`src/rtl/prog_mod_counter.sv`:
```
// Runtime-programmable modulo-M up/down counter with a shadowed modulus that is applied only at wrap or clear.
// Optional square-wave output sqw is compiled in when PROG_COUNTER_SQW_EN is defined.
module prog_mod_counter #(
  parameter int N         = 16,
  parameter int M_DEFAULT = 3
) (
  input  logic         clk,
  input  logic         rst,
  input  logic         en,
  input  logic         clr,
  input  logic         dir,
  input  logic         m_load,
  input  logic [N-1:0] m_in,
  output logic [N-1:0] q,
  output logic [N-1:0] m_cur,
  output logic         tc,
  output logic         max_tick,
  output logic         m_pend,
  output logic         m_err
`ifdef PROG_COUNTER_SQW_EN
  ,
  output logic         sqw
`endif
);

  localparam logic [N-1:0] ZERO  = {N{1'b0}};
  localparam logic [N-1:0] ONE   = {{(N-1){1'b0}}, 1'b1};
  localparam logic [N-1:0] M_RST = N'(M_DEFAULT);

  logic [N-1:0] q_q, q_d;
  logic [N-1:0] m_cur_q, m_cur_d;
  logic [N-1:0] pend_val_q, pend_val_d;
  logic         m_pend_q, m_pend_d;
  logic         m_err_q, m_err_d;

  logic [N-1:0] max_val_s;
  logic [N-1:0] term_s;
  logic [N-1:0] m_next_s;
  logic [N-1:0] m_next_max_s;
  logic         at_term_s;
  logic         wrap_s;

  // Terminal detection and the modulus that takes effect at the next wrap/clear
  always_comb begin
    max_val_s    = m_cur_q - ONE;
    term_s       = dir ? max_val_s : ZERO;
    at_term_s    = (q_q == term_s);
    wrap_s       = en & at_term_s;
    m_next_s     = m_pend_q ? pend_val_q : m_cur_q;
    m_next_max_s = m_next_s - ONE;
  end

  // Next-state for count, active modulus and the pending-modulus shadow
  always_comb begin
    q_d        = q_q;
    m_cur_d    = m_cur_q;
    pend_val_d = pend_val_q;
    m_pend_d   = m_pend_q;
    m_err_d    = 1'b0;

    // Wrap and clear both reload q relative to the modulus being applied
    if (clr || wrap_s) begin
      m_cur_d  = m_next_s;
      m_pend_d = 1'b0;
      q_d      = dir ? ZERO : m_next_max_s;
    end else if (en) begin
      q_d = dir ? (q_q + ONE) : (q_q - ONE);
    end else begin
      q_d = q_q;
    end

    // A load on an applying edge lands in the shadow for the following wrap
    if (m_load) begin
      if (m_in != ZERO) begin
        pend_val_d = m_in;
        m_pend_d   = 1'b1;
      end else begin
        m_err_d = 1'b1;
      end
    end else begin
      m_err_d = 1'b0;
    end
  end

  // State registers with synchronous reset
  always_ff @(posedge clk) begin
    if (rst) begin
      q_q        <= ZERO;
      m_cur_q    <= M_RST;
      pend_val_q <= ZERO;
      m_pend_q   <= 1'b0;
      m_err_q    <= 1'b0;
    end else begin
      q_q        <= q_d;
      m_cur_q    <= m_cur_d;
      pend_val_q <= pend_val_d;
      m_pend_q   <= m_pend_d;
      m_err_q    <= m_err_d;
    end
  end

  assign q        = q_q;
  assign m_cur    = m_cur_q;
  assign m_pend   = m_pend_q;
  assign m_err    = m_err_q;
  assign max_tick = (q_q == max_val_s);
  assign tc       = wrap_s & ~clr & ~rst;

`ifdef PROG_COUNTER_SQW_EN
  logic sqw_q, sqw_d;

  // Square wave toggles once per terminal-count tick
  always_comb begin
    if (clr) begin
      sqw_d = 1'b0;
    end else if (tc) begin
      sqw_d = ~sqw_q;
    end else begin
      sqw_d = sqw_q;
    end
  end

  // Square-wave register
  always_ff @(posedge clk) begin
    if (rst) begin
      sqw_q <= 1'b0;
    end else begin
      sqw_q <= sqw_d;
    end
  end

  assign sqw = sqw_q;
`endif

endmodule

```
`config.mk`:
```
export PLATFORM = sky130hd
export DESIGN_NAME = prog_mod_counter
export DESIGN_NICKNAME = d
export VERILOG_FILES = /design/src/rtl/prog_mod_counter.sv
export SDC_FILE = /design/constraint.sdc
export NUM_CORES = 1
export LEC_CHECK = 0
export ABC_CLOCK_PERIOD_IN_PS = 5900
export BUFFER_PORTS_ARGS = -buffer_cell sky130_fd_sc_hd__buf_2
export CORE_MARGIN = 2
export CORE_UTILIZATION = 63
export DETAILED_ROUTE_END_ITERATION = 8
export HOLD_SLACK_MARGIN = 0.02
export PLACE_DENSITY = 0.87
export SYNTH_ARGS = -nofsm -noshare
export SYNTH_HDL_FRONTEND = slang
export SYNTH_SLANG_ARGS = --single-unit
```
`constraint.sdc`:
```
create_clock -name clk -period 5.9 [get_ports clk]
set_input_delay 0.59 -clock clk [delete_from_list [all_inputs] [get_ports clk]]
set_output_delay 0.59 -clock clk [all_outputs]
set_load 0.005 [all_outputs]
```
==> results.cfg <==
[status]
status = finished, final reports clean

[logic_synthesis]
synth_cells = 509
synth_top_area_cell = dfxtp_1
synth-edff-count = 0
synth_area_um2 = 4020
yosysSeqAreaShare = 0.249
syn_avg_cell_area_um2 = 7.89
synthTopCellsByArea = dfxtp_1, mux2i_1, nand2_1
synth_top_flop_cell = dfxtp_1
synth_top_area_share = 0.249
synth-seq-cells = 50
yosysUniqueCellTypes = 69
synth_warnings = 0
synthesis.nets = 548
async_flop_share = 0

[timing]
fin_crit_ps = 4420
fin_crit_sh = 0.750
finalClockSkew_ps = 9.42
tns_ps = 0
setup_viol = 0
fmaxAchievable_ghz = 0.226
tightest_slew_ps = 1190
final_hold_viol_count = 0
setup_ws_ps = 1480
max_slew_margin = 0.188
rsz0062_at_grt = false
drv_slew = 0
worst_hold_slack_ps = 500

[detailed_routing]
first_pass_iters = 7
ant_nets = 0
wire_per_inst_um = 17.8
drt_iter0_markers = 416
via_count = 4050
wl_um = 11100
vias_per_cell = 6.52
drc = 0

[cts]
cts.htree.levels = 2
cts_max_path_buffers = 2
clock-root-buffer = clkbuf_8
cts_sinks = 50
clk_pin_slew_worst_paths_ps = 100
cts_made_buffers = 5
cts_resized = 0
cts_tree = yes
postCtsHoldBufs = 0
clk_latency_ps = 310
postCtsSetupRepairBufs = 0

[worst_setup_path]
endpoint_kind = primary output
cp-start-kind = flip-flop
cp_slowest_cell = or4_1
cp.required_ps = 5310
r2r_cells = 7
cp_num_buf_inv = 1
regToRegSetupSlack_ps = 2040
cp_top_family = simple AND/OR/NAND/NOR gates
arrival_ps = 3830
startpoint = m_cur[2]$_SDFFE_PP0P_
reg2reg_to = m_cur[13]$_SDFFE_PP0P_
path_class = flip-flop to primary output
worstPathMaxFanout = 16
crit_chain = nor4_2 > a21oi_1 > a211oi_1 > or4b_1 > or4_1 > and2_1 > nor3_1 > buf_2
max_stage_delay_ps = 850
rr_startpoint = m_cur[2]$_SDFFE_PP0P_

[worst_hold_path]
worstHoldStart = pend_val_q[6]$_SDFFE_PP0P_
min_to = pend_val_q[6]$_SDFFE_PP0P_
holdCritPathClass = flip-flop to flip-flop
min_delay_path_depth = 2

[finish]
drive_above_1_share = 0.140
areaGrowthSynthToFinish_pct = 8.76
diodes = 0
final_common_cell = buf_2
final_cell_mix = buf_2, nand2_1, dfxtp_1
layout.nets = 582
fin_cells = 621
design_area_um2 = 4370

[floorplanning]
die_x_um = 83.8
start_util = 0.643
die_h_um = 83.8
dieArea_um2 = 7030
ios = 58
coreArea_um2 = 6240
rows = 29

[global_routing]
grtUsageTotal = 0.316
grt_max_degree = 37
antenna_found_initial = 0
grt_pass1_vias = 3672
grt_pass1_wl_um = 18100
gr-total-overflow = 0

[place]
numPlacedInstances = 613
dpl_cell_area_um2 = 4270
dp_slack_ps = 1850
gp_congestion = 0.970
portBuffers = 57
hpwlAfterDp_um = 8410

[power_and_ir_drop]
p_comb_frac = 0.335
p_int_uw = 590
peakVddDrop_mv = 0.169
swShare = 0.364
power_density_nw_per_um2 = 213
p_clk_frac = 0.235
p_leak_uw = 0.00179
power.switching_uw = 338
pwr-share-seq = 0.430

[flow_run]
max-cap-violations = 0
## layout make-up
type,instances,area [um^2]
fill,518,1870
multi-input combinational,421,2850
inverter,7,26.3
clock buffer,6,82.6
tap,77,96.3
timing repair buffer,58,293
clock inverter,2,16.3
sequential,50,1000
## worst max path at each step
stage	endpoint	slack [ps]	depth (start not counted)
after floorplan	tc	2410	9
after detailed placement	tc	1850	9
after global routing	tc	1220	8
final	tc	1480	8
after global placement	tc	1920	9
after CTS	tc	1510	9
## Yosys cell counts, drive strengths merged (4+ instances only)
library cell  count
nor3b            12
dfxtp            50
nand2b            7
o21a              4
nand2            56
ha               16
clkbuf           23
buf               8
o21ai            13
a21oi            33
nor4             15
xor2             16
o211ai            5
nand4             8
nor3             22
inv               6
and2              6
nor2             46
a211oi            5
a211o             4
a22oi             9
nand3            18
mux2i            39
or3               4
xnor2            20
## sequential cells by signal (all words and copies together) (netlist names)
| name | cells |
|---|---|
| m_cur | 16 |
| pend_val_q | 16 |
| q | 16 |
| m_err | 1 |
| m_pend | 1 |
## worst min-delay path, cell delays in order, from the launching register on
cell and delay [ps]:
dfxtp_1 350, nand2_1 60, a21oi_1 50
## layer usage
| metal | track usage | part of all wire |
|---|---|---|
| met3 | 0.0722 | 0.078 |
| met1 | 0.428 | 0.44 |
| met4 | 0.0792 | 0.020 |
| met2 | 0.512 | 0.46 |
| met5 | 0 | 0 |
## power by group through the flow
stage                     Clock, uW  Combinational, uW  Sequential (uW)
after global placement            0                298              404
final                           218                311              399
after floorplan                   0                236              391
after global routing            237                345              401
after CTS                       221                307              397
after detailed placement          0                305              405
## per-stage QoR
step	util	power (uW)
floorplan	-	627
global placement	0.684	701
detailed placement	0.684	710
CTS	0.700	925
global route	0.700	983
finish	0.700	929
## logic make-up (layout without fill, tap and decap cells)
family / Yosys count / in the layout / share of synthesized area
xor gates and xnor gates: 36 / 36 / 0.0785
AOI/OAI and AO/OA: 107 / 107 / 0.185
muxes: 42 / 42 / 0.106
and+or+nand+nor: 219 / 219 / 0.286
adders and majority gates: 17 / 17 / 0.0548
buffers and inverters: 38 / 73 / 0.0405
DFF: 50 / 50 / 0.249
No activity file was read; power rests on OpenSTA's default activity.
